===== src/rtl/mux_lut_gate_pkg.sv =====
// Shared definitions for the mux-built LUT gate: preset opcodes, the serial
// configuration FSM state type and the preset truth-table generator.
package mux_gate_pkg;

   localparam logic [2:0] OP_AND  = 3'd0;
   localparam logic [2:0] OP_OR   = 3'd1;
   localparam logic [2:0] OP_NAND = 3'd2;
   localparam logic [2:0] OP_NOR  = 3'd3;
   localparam logic [2:0] OP_XOR  = 3'd4;
   localparam logic [2:0] OP_XNOR = 3'd5;
   localparam logic [2:0] OP_BUF  = 3'd6;
   localparam logic [2:0] OP_NOT  = 3'd7;

   localparam int MAX_K    = 6;
   localparam int MAX_TT_W = 1 << MAX_K;

   typedef enum logic [1:0] {IDLE, SHIFT, COMMIT} cfg_state_e;

   // Returns the table at full 64-bit width; callers cast down to 2^k bits.
   // Bit i is the gate output when the input vector equals i.
   function automatic logic [MAX_TT_W-1:0] preset_tt(input logic [2:0] op, input int k);
      logic [MAX_TT_W-1:0] t;
      logic [5:0]          idx;
      int                  tt_w;
      t    = '0;
      tt_w = 1 << k;
      for (int i = 0; i < MAX_TT_W; i++) begin
         idx = 6'(i);
         if (i < tt_w) begin
            case (op)
               OP_AND:  t[i] = (i == tt_w - 1);
               OP_OR:   t[i] = (i != 0);
               OP_NAND: t[i] = (i != tt_w - 1);
               OP_NOR:  t[i] = (i == 0);
               OP_XOR:  t[i] = ^idx;
               OP_XNOR: t[i] = ~^idx;
               OP_BUF:  t[i] = idx[0];
               OP_NOT:  t[i] = ~idx[0];
               default: t[i] = 1'b0;
            endcase
         end
      end
      return t;
   endfunction

endpackage


===== src/rtl/mux_lut_gate_if.sv =====
// Bus bundle for the LUT gate.
//   master: drives x, op_load, op, cfg_start, cfg_valid, cfg_bit;
//           observes cfg_busy, cfg_done, tt, y.
//   slave : the gate itself.
interface mux_lut_gate_if #(parameter int K = 2) ();
   localparam int TT_W = 1 << K;

   logic [K-1:0]    x;
   logic            op_load;
   logic [2:0]      op;
   logic            cfg_start;
   logic            cfg_valid;
   logic            cfg_bit;
   logic            cfg_busy;
   logic            cfg_done;
   logic [TT_W-1:0] tt;
   logic            y;

   modport master (
      output x, op_load, op, cfg_start, cfg_valid, cfg_bit,
      input  cfg_busy, cfg_done, tt, y
   );

   modport slave (
      input  x, op_load, op, cfg_start, cfg_valid, cfg_bit,
      output cfg_busy, cfg_done, tt, y
   );
endinterface


===== src/rtl/mux_lut_gate_mux_tree.sv =====
// Recursive 2:1 mux tree selecting tt[sel].
//   tt  : 2^K-bit truth table
//   sel : K-bit index (sel[0] = LSB, resolved at the leaves)
//   y   : selected table bit
module mux_tree #(
   parameter int K = 2
) (
   input  logic [(1<<K)-1:0] tt,
   input  logic [K-1:0]      sel,
   output logic              y
);
   generate
      if (K == 1) begin : g_leaf
         assign y = sel[0] ? tt[1] : tt[0];
      end else begin : g_node
         localparam int HALF = 1 << (K - 1);
         logic y_lo;
         logic y_hi;

         mux_tree #(.K(K-1)) u_lo (
            .tt  (tt[HALF-1:0]),
            .sel (sel[K-2:0]),
            .y   (y_lo)
         );

         mux_tree #(.K(K-1)) u_hi (
            .tt  (tt[2*HALF-1:HALF]),
            .sel (sel[K-2:0]),
            .y   (y_hi)
         );

         assign y = sel[K-1] ? y_hi : y_lo;
      end
   endgenerate
endmodule


===== src/rtl/mux_lut_gate.sv =====
// Reconfigurable K-input gate: y = tt[x], with tt set by a preset opcode or
// a bit-serial load that commits atomically.
//   clk, rst : rising-edge clock, async active-high reset
//   bus      : slave side of mux_lut_gate_if (x, op/op_load, cfg_* serial
//              load handshake, tt observation, y)
//
// state  | meaning
// IDLE   | tt live; accepts op_load or cfg_start
// SHIFT  | collecting serial bits into shadow; tt untouched
// COMMIT | shadow copied to tt at the next edge; cfg_done high
module mux_lut_gate
   import mux_gate_pkg::*;
#(
   parameter int K       = 2,
   parameter bit REG_OUT = 1'b1
) (
   input logic           clk,
   input logic           rst,
   mux_lut_gate_if.slave bus
);
   localparam int TT_W  = 1 << K;
   // One spare bit so the counter never wraps before the terminal compare.
   localparam int CNT_W = $clog2(TT_W) + 1;
   localparam logic [TT_W-1:0] TT_RST = TT_W'(preset_tt(OP_OR, K));

   cfg_state_e       state_q,  state_d;
   logic [CNT_W-1:0] cnt_q,    cnt_d;
   logic [TT_W-1:0]  shadow_q, shadow_d;
   logic [TT_W-1:0]  tt_q,     tt_d;
   logic             busy_q,   busy_d;
   logic             done_q,   done_d;
   logic             tree_y;

   always_comb begin
      state_d  = state_q;
      cnt_d    = cnt_q;
      shadow_d = shadow_q;
      tt_d     = tt_q;
      case (state_q)
         IDLE: begin
            // cfg_start has priority; a coincident op_load is dropped.
            if (bus.cfg_start) begin
               state_d  = SHIFT;
               cnt_d    = '0;
               shadow_d = '0;
            end else if (bus.op_load) begin
               tt_d = TT_W'(preset_tt(bus.op, K));
            end
         end
         SHIFT: begin
            if (bus.cfg_start) begin
               // Restart; the beat in this cycle is discarded.
               cnt_d    = '0;
               shadow_d = '0;
            end else if (bus.cfg_valid) begin
               for (int i = 0; i < TT_W; i++) begin
                  if (cnt_q == CNT_W'(i)) shadow_d[i] = bus.cfg_bit;
               end
               cnt_d = cnt_q + CNT_W'(1);
               if (cnt_q == CNT_W'(TT_W - 1)) state_d = COMMIT;
            end
         end
         COMMIT: begin
            tt_d    = shadow_q;
            state_d = IDLE;
         end
         default: state_d = IDLE;
      endcase
      busy_d = (state_d != IDLE);
      done_d = (state_d == COMMIT);
   end

   always_ff @(posedge clk or posedge rst) begin
      if (rst) begin
         state_q  <= IDLE;
         cnt_q    <= '0;
         shadow_q <= '0;
         tt_q     <= TT_RST;
         busy_q   <= 1'b0;
         done_q   <= 1'b0;
      end else begin
         state_q  <= state_d;
         cnt_q    <= cnt_d;
         shadow_q <= shadow_d;
         tt_q     <= tt_d;
         busy_q   <= busy_d;
         done_q   <= done_d;
      end
   end

   mux_tree #(.K(K)) u_tree (
      .tt  (tt_q),
      .sel (bus.x),
      .y   (tree_y)
   );

   generate
      if (REG_OUT) begin : g_reg_out
         logic y_q;
         logic y_d;
         assign y_d = tree_y;
         always_ff @(posedge clk or posedge rst) begin
            if (rst) y_q <= 1'b0;
            else     y_q <= y_d;
         end
         assign bus.y = y_q;
      end else begin : g_comb_out
         assign bus.y = tree_y;
      end
   endgenerate

   assign bus.tt       = tt_q;
   assign bus.cfg_busy = busy_q;
   assign bus.cfg_done = done_q;
endmodule


===== src/flat_wrapper.sv =====
// flat-port wrapper written by rule: the top's interface ports become plain ports
module mux_lut_gate_flat import mux_gate_pkg::*;
#(
   parameter int K       = 2,
   parameter bit REG_OUT = 1'b1
)
  (clk, rst, bus_x, bus_op_load, bus_op, bus_cfg_start, bus_cfg_valid, bus_cfg_bit, bus_cfg_busy, bus_cfg_done, bus_tt, bus_y);
  mux_lut_gate_if #(.K(K)) bus_i ();
  input logic clk;
  input logic rst;
  input wire logic [$bits(bus_i.x)-1:0] bus_x;
  input wire logic [$bits(bus_i.op_load)-1:0] bus_op_load;
  input wire logic [$bits(bus_i.op)-1:0] bus_op;
  input wire logic [$bits(bus_i.cfg_start)-1:0] bus_cfg_start;
  input wire logic [$bits(bus_i.cfg_valid)-1:0] bus_cfg_valid;
  input wire logic [$bits(bus_i.cfg_bit)-1:0] bus_cfg_bit;
  output wire logic [$bits(bus_i.cfg_busy)-1:0] bus_cfg_busy;
  output wire logic [$bits(bus_i.cfg_done)-1:0] bus_cfg_done;
  output wire logic [$bits(bus_i.tt)-1:0] bus_tt;
  output wire logic [$bits(bus_i.y)-1:0] bus_y;
  assign bus_i.x = bus_x;
  assign bus_i.op_load = bus_op_load;
  assign bus_i.op = bus_op;
  assign bus_i.cfg_start = bus_cfg_start;
  assign bus_i.cfg_valid = bus_cfg_valid;
  assign bus_i.cfg_bit = bus_cfg_bit;
  assign bus_cfg_busy = bus_i.cfg_busy;
  assign bus_cfg_done = bus_i.cfg_done;
  assign bus_tt = bus_i.tt;
  assign bus_y = bus_i.y;
  mux_lut_gate #(.K(K), .REG_OUT(REG_OUT)) u_core (.clk(clk), .rst(rst), .bus(bus_i));
endmodule

===== config.mk =====
export PLATFORM = sky130hd
export DESIGN_NAME = mux_lut_gate_flat
export DESIGN_NICKNAME = d
export VERILOG_FILES = /design/src/rtl/mux_lut_gate_pkg.sv /design/src/rtl/mux_lut_gate_if.sv /design/src/rtl/mux_lut_gate_mux_tree.sv /design/src/rtl/mux_lut_gate.sv /design/src/flat_wrapper.sv
export SDC_FILE = /design/constraint.sdc
export NUM_CORES = 1
export LEC_CHECK = 0
export ABC_AREA = 1
export BUFFER_PORTS_ARGS = -buffer_cell sky130_fd_sc_hd__buf_2
export CAP_MARGIN = 20
export CORE_UTILIZATION = 52
export DETAILED_ROUTE_END_ITERATION = 10
export PLACE_DENSITY = 0.74
export SLEW_MARGIN = 20
export SYNTH_ARGS = -nofsm -noshare
export SYNTH_HDL_FRONTEND = slang
export SYNTH_SLANG_ARGS = --single-unit

===== constraint.sdc =====
create_clock -name clk -period 1.85 [get_ports clk]
set_clock_uncertainty 0.05 [all_clocks]
set_input_delay 0 -clock clk [delete_from_list [all_inputs] [get_ports clk]]
set_output_delay 0 -clock clk [all_outputs]
set_load 0.02 [all_outputs]

-- Yosys cells after proc, flatten, opt, wreduce, memory -nomap -nowiden
Memory sizes are Yosys's and may differ from the RTL's.
Cells that the tools add are included.
- add/subtract/negate cells: 1
- eq/ne operators: 14
- mux-type cells: 23
- reductions and logical operators: 11
- operators by type and width (operator ; count):
    $mux W4 ; 5
    $pmux W4 S2 ; 2
    $reduce_and A4 Y1 ; 4
    $ne A3 B2 Y1 const B ; 4
    $mux W3 ; 3
    $mux W2 ; 4
    $mux W1 ; 7
    $eq A3 B2 Y1 const B ; 2
    $ne A2 B2 Y1 const B ; 3
    $pmux W3 S2 ; 1
    $reduce_and A3 Y1 ; 2
    $reduce_bool A2 Y1 ; 3
    $eq A2 B2 Y1 const B ; 2
    $pmux W2 S2 ; 1
    $add A3 B1 Y3 const B ; 1
    $eq A3 B1 Y1 const B ; 1
    $logic_not A3 Y1 ; 1
    $ne A3 B3 Y1 const B ; 1
    $eq A2 B1 Y1 const B ; 1
    $logic_not A2 Y1 ; 1
- bits in registers: 16
- ROM bits: 32
- input bits: 11
- output and inout port bits: 7
- memories: 4
- memories (name ; depth ; width ; rd ports ; clocked after memory_dff ; wr ports ; line ; RTL):
    (name not given) ; 8 ; 1 ; 1 ; 0 ; 0 ; mux_lut_gate_pkg.sv:30 ; case (op)
    (name not given) ; 8 ; 1 ; 1 ; 0 ; 0 ; mux_lut_gate_pkg.sv:30 ;
    (name not given) ; 8 ; 1 ; 1 ; 0 ; 0 ; mux_lut_gate_pkg.sv:30 ;
    (name not given) ; 8 ; 1 ; 1 ; 0 ; 0 ; mux_lut_gate_pkg.sv:30 ;

-- Depth between registers and ports, before layout
- depth after elaboration: 6
- mapped depth: 8

-- Hierarchy
A second synthesis with hierarchy kept.
- cell total of the unflattened synthesis: 128
- area total of the unflattened synthesis: 925.9 um2
- modules (own cells, without submodules) (module ; times used ; cells each ; area an instance (um2)):
    mux_lut_gate ; 1 ; 116 ; 880.8
    mux_tree ; 3 ; 4 ; 15.0

-- Worst setup path before layout
Ideal clock, no wire load.
- path kind: reg-to-reg
- start point: reg u_core.cnt_q[0]
- end point: reg u_core.shadow_q[3]
- library setup time: 0.123 ns
- arrival time: 1.101 ns
- data required time: 1.677 ns
- setup slack: 0.576 ns
- cell stages (with the launch flop): 9
- period minus slack after synthesis: 1.274 ns
- path through: dfrtp_1 > ha_1 > ha_1 > nand2_1 > inv_1 > nor2_1 > nor2_1 > nand2_1 > nand2_1
- word-level cells in the longest chain between the ends: 3
- RTL lines (what ; line ; RTL):
    start: declaration ; mux_lut_gate.sv:27 ; logic [CNT_W-1:0] cnt_q, cnt_d;
    start signal: assignment ; mux_lut_gate.sv:83 ; cnt_q <= cnt_d;
    $eq A3 B2 Y1 ; mux_lut_gate.sv:57 ; if (cnt_q == CNT_W'(i)) shadow_d[i] = bus.cfg_bit;
    $ne A3 B2 Y1 (no source line) ; - ;
    $reduce_and A4 Y1 (no source line) ; - ;
    end signal: assignment ; mux_lut_gate.sv:84 ; shadow_q <= shadow_d;
    end: declaration ; mux_lut_gate.sv:28 ; logic [TT_W-1:0] shadow_q, shadow_d;
No other way between the ends.
A chain may end at the register's enable or synchronous reset.

-- Final worst setup path
- start point: reg u_core.tt_q[3], in the netlist u_core.bus.tt[3]
- end point: reg u_core.g_reg_out.y_q, in the netlist u_core.bus.y
- word-level cells in the longest chain between the ends: 2
- RTL lines (what ; line ; RTL):
    start: declaration ; mux_lut_gate.sv:29 ; logic [TT_W-1:0] tt_q, tt_d;
    start signal: assignment ; mux_lut_gate.sv:85 ; tt_q <= tt_d;
    $mux W1 ; mux_lut_gate_mux_tree.sv:14 ; assign y = sel[0] ? tt[1] : tt[0];
    $mux W1 ; mux_lut_gate_mux_tree.sv:32 ; assign y = sel[K-1] ? y_hi : y_lo;
    via u_core.g_reg_out.y_d ; mux_lut_gate.sv:100 ; logic y_d;
    end signal: assignment ; mux_lut_gate.sv:104 ; else y_q <= y_d;
    end: declaration ; mux_lut_gate.sv:99 ; logic y_q;
The timed path passes the listed nets, and every way through them passes these cells.

==> qor.csv <==
stage,metric,value,unit
outcome,status,finished with violations,
outcome,violations,design-rule violations,
logic_synthesis,netlist_area,896,µm²
detailed_routing,wire_per_inst,10.9,µm
power_and_ir_drop,power.share.clock,18.8,%
grt,grt_pass1_wl,2990,µm
worst_hold_path,hold_end,u_core.shadow_q[3],
finish,stdcell_area,1070,µm²
sta,max_freq,694,MHz
placed_design,post_dp_cell_area,990,µm²
logic_synthesis,synthTopCellsByArea,"dfrtp_1, nand2_1, dfstp_2",
critical_path,critPathLaunchType,flip-flop,
detailed_routing,vias,798,
cts,clkSlewWorstSetupHoldPaths,0.10,ns
sta,finalCritPeriodShare,77.9,%
cts,cts_buffers,3,
power_and_ir_drop,combPwrFrac,32.9,%
critical_path,r2r_slack,0.41,ns
detailed_routing,drc,2,
sta,setup_ws,0.409,ns
power_and_ir_drop,power.density,965,nW/µm²
logic_synthesis,ys_types,17,
finish,diodes,0,
finish,drive_above_1_share,21.0,%
cts,clock-sinks,16,
sta,setup_viol,0,
die,rows,14,
grt,grt.overflow.total,0,
sta,min_period,1.44,ns
detailed_routing,postRouteAntennaNets,0,
worst_hold_path,hold_start,bus_cfg_bit,
cts,htree_num_levels,1,
die,dieWidth,43.5,µm
logic_synthesis,syn_avg_cell_area,7.59,µm²
critical_path,crit_required,2.02,ns
logic_synthesis,yosys.area.top_type,dfrtp_1,
critical_path,reg2reg_depth,3,
grt,first_global_vias,736,
sta,relSlewSlack,60.2,%
grt,grt_max_degree,17,
cts,clock_tree.buffer_depth,2,
power_and_ir_drop,swShare,35.6,%
critical_path,rr_endpoint,u_core.bus.y,
placed_design,dp_slack,0.487,ns
logic_synthesis,yosys_warnings,0,
grt,antenna_found_initial,0,
logic_synthesis,synth_fp_nets,134,
die,start_util,57.5,%
finish,final_cell_mix,"nand2_1, buf_2, inv_1, nor2_1, dfrtp_1",
sta,rsz0062_at_grt,false,
cts,postCtsSetupRepairBufs,0,
detailed_routing,drt-total-wl,1730,µm
power_and_ir_drop,p_int,0.663,mW
cts,cts-root-buf,clkbuf_4,
power_and_ir_drop,switchingPower,0.366,mW
detailed_routing,viasPerCell,5.02,
sta,worstMarginPinSlew,0.596,ns
die,core-area,1560,µm²
worst_hold_path,hold_path_class,in -> reg,
critical_path,end_kind,flip-flop,
detailed_routing,dr.first_iter.drc_count,17,
power_and_ir_drop,p_leak,0.594,nW
placed_design,io_buffer_count,17,
detailed_routing,firstDrtPassIters,7,
sta,hold_violations,0,
placed_design,routabilityCongestion,0.746,
grt,globalRouteTotalUtil,21.0,%
sta,drv_slew,0,
finish,syn_to_final_growth,19.0,%
critical_path,r2r-start,u_core.bus.tt[3],
logic_synthesis,netlist.area_leader.share,36.3,%
critical_path,path_max_fanout,3,
critical_path,cp.arrival,1.61,ns
logic_synthesis,yosys_register_bits,16,
cts,insertion_delay,0.28,ns
logic_synthesis,seq_area_frac_synth,45.1,%
cts,cts_resized,0,
die,die_h,43.5,µm
critical_path,worstSetupPathType,reg -> reg,
flow_run,cap_violations,0,
worst_hold_path,min_path_cells,5,
placed_design,place_hpwl,1330,µm
sta,tns,0,ns
logic_synthesis,postSynthCellCount,118,
power_and_ir_drop,seqPwrFrac,48.4,%
power_and_ir_drop,ir_drop,0.759,mV
die,die_area,1890,µm²
finish,nets,160,
finish,final_common_cell,nand2_1,
die,io-pin-count,18,
cts,cts_tree,done,
-- flip-flops by register name, indices dropped and copies added, names as in the netlist --
register,cells
u_core.bus.tt,4
u_core.shadow_q,4
u_core.cnt_q,3
u_core.state_q,2
u_core.bus.cfg_busy,1
u_core.bus.cfg_done,1
u_core.bus.y,1
-- kinds of logic after synthesis --
group | Yosys count | synth area share, %
DFF | 16 | 45.1
and+or+nand+nor | 67 | 32.0
adders and majority gates | 5 | 6.98
AOI/OAI and AO/OA | 12 | 7.54
buffers and inverters | 18 | 8.38
-- what timing repair did --
item	CTS	global route
endpoints found under the setup margin	0	0
hold buffers	5	0
hold endpoints to repair	19	0
-- layer usage --
layer	share of wire [%]	global-route usage, %	vias to the layer above
met3	2.7	3.75	0
met1	48	27.6	365
met4	0	3.75	0
li1	-	-	419
met2	49	37.0	14
met5	0	0	-
-- synth_stat cells --
| cell | number |
|---|---|
| nor2_2 | 1 |
| o21ai_0 | 2 |
| inv_2 | 1 |
| nand3_1 | 12 |
| dfstp_2 | 3 |
| buf_6 | 1 |
| dfrtp_1 | 13 |
| nand3_2 | 2 |
| nand2_2 | 2 |
| nor2_1 | 14 |
| o21ai_1 | 3 |
| a21oi_1 | 5 |
| inv_1 | 16 |
| nand2_1 | 36 |
| a32oi_1 | 1 |
| ha_1 | 5 |
| o21ai_2 | 1 |
-- worst max-delay path, cell delays in order, from the launching register on --
cell	delay, ns
dfstp_2	0.55
nand2_1	0.05
a32oi_1	0.17
dlygate4sd3_1	0.56
-- per-stage QoR --
step / util [%] / power, mW / hold slack [ns] / std cells
4_1_cts: 68.4 / 1.04 / 0.0245 / 159
2_1_floorplan: - / 0.727 / -0.138 / 118
3_5_place_dp: 63.5 / 0.829 / 0.0485 / 150
3_3_place_gp: 63.5 / 0.821 / 0.0488 / 150
6_report: 68.4 / 1.03 / 0.0262 / 159
5_1_grt: 68.4 / 1.11 / 0.0481 / 159
-- power by group through the flow --
stage	sequential, mW	combinational (mW)	clock [mW]
finish	0.497	0.338	0.193
global route	0.512	0.382	0.211
CTS	0.498	0.341	0.197
detailed placement	0.506	0.323	0
global placement	0.504	0.317	0
floorplan	0.573	0.154	0
-- worst max-delay path by stage --
stage,slack (ns),start,to
CTS,0.41,u_core.bus.tt[3],u_core.bus.y
global route,0.36,u_core.bus.tt[3],u_core.bus.y
detailed placement,0.49,u_core.cnt_q[0],u_core.shadow_q[3]
floorplan,0.58,u_core.cnt_q[0],u_core.shadow_q[3]
finish,0.41,u_core.bus.tt[3],u_core.bus.y
global placement,0.54,u_core.cnt_q[0],u_core.shadow_q[3]
-- layout make-up --
class	count	area [µm²]
multi-input cells	84	417
fillers	140	493
well taps	16	20.0
flip-flops and latches	16	404
repair buffers	22	135
clock buffers	4	26.3
inverters	17	63.8
No activity file was read; power rests on OpenSTA's default activity.
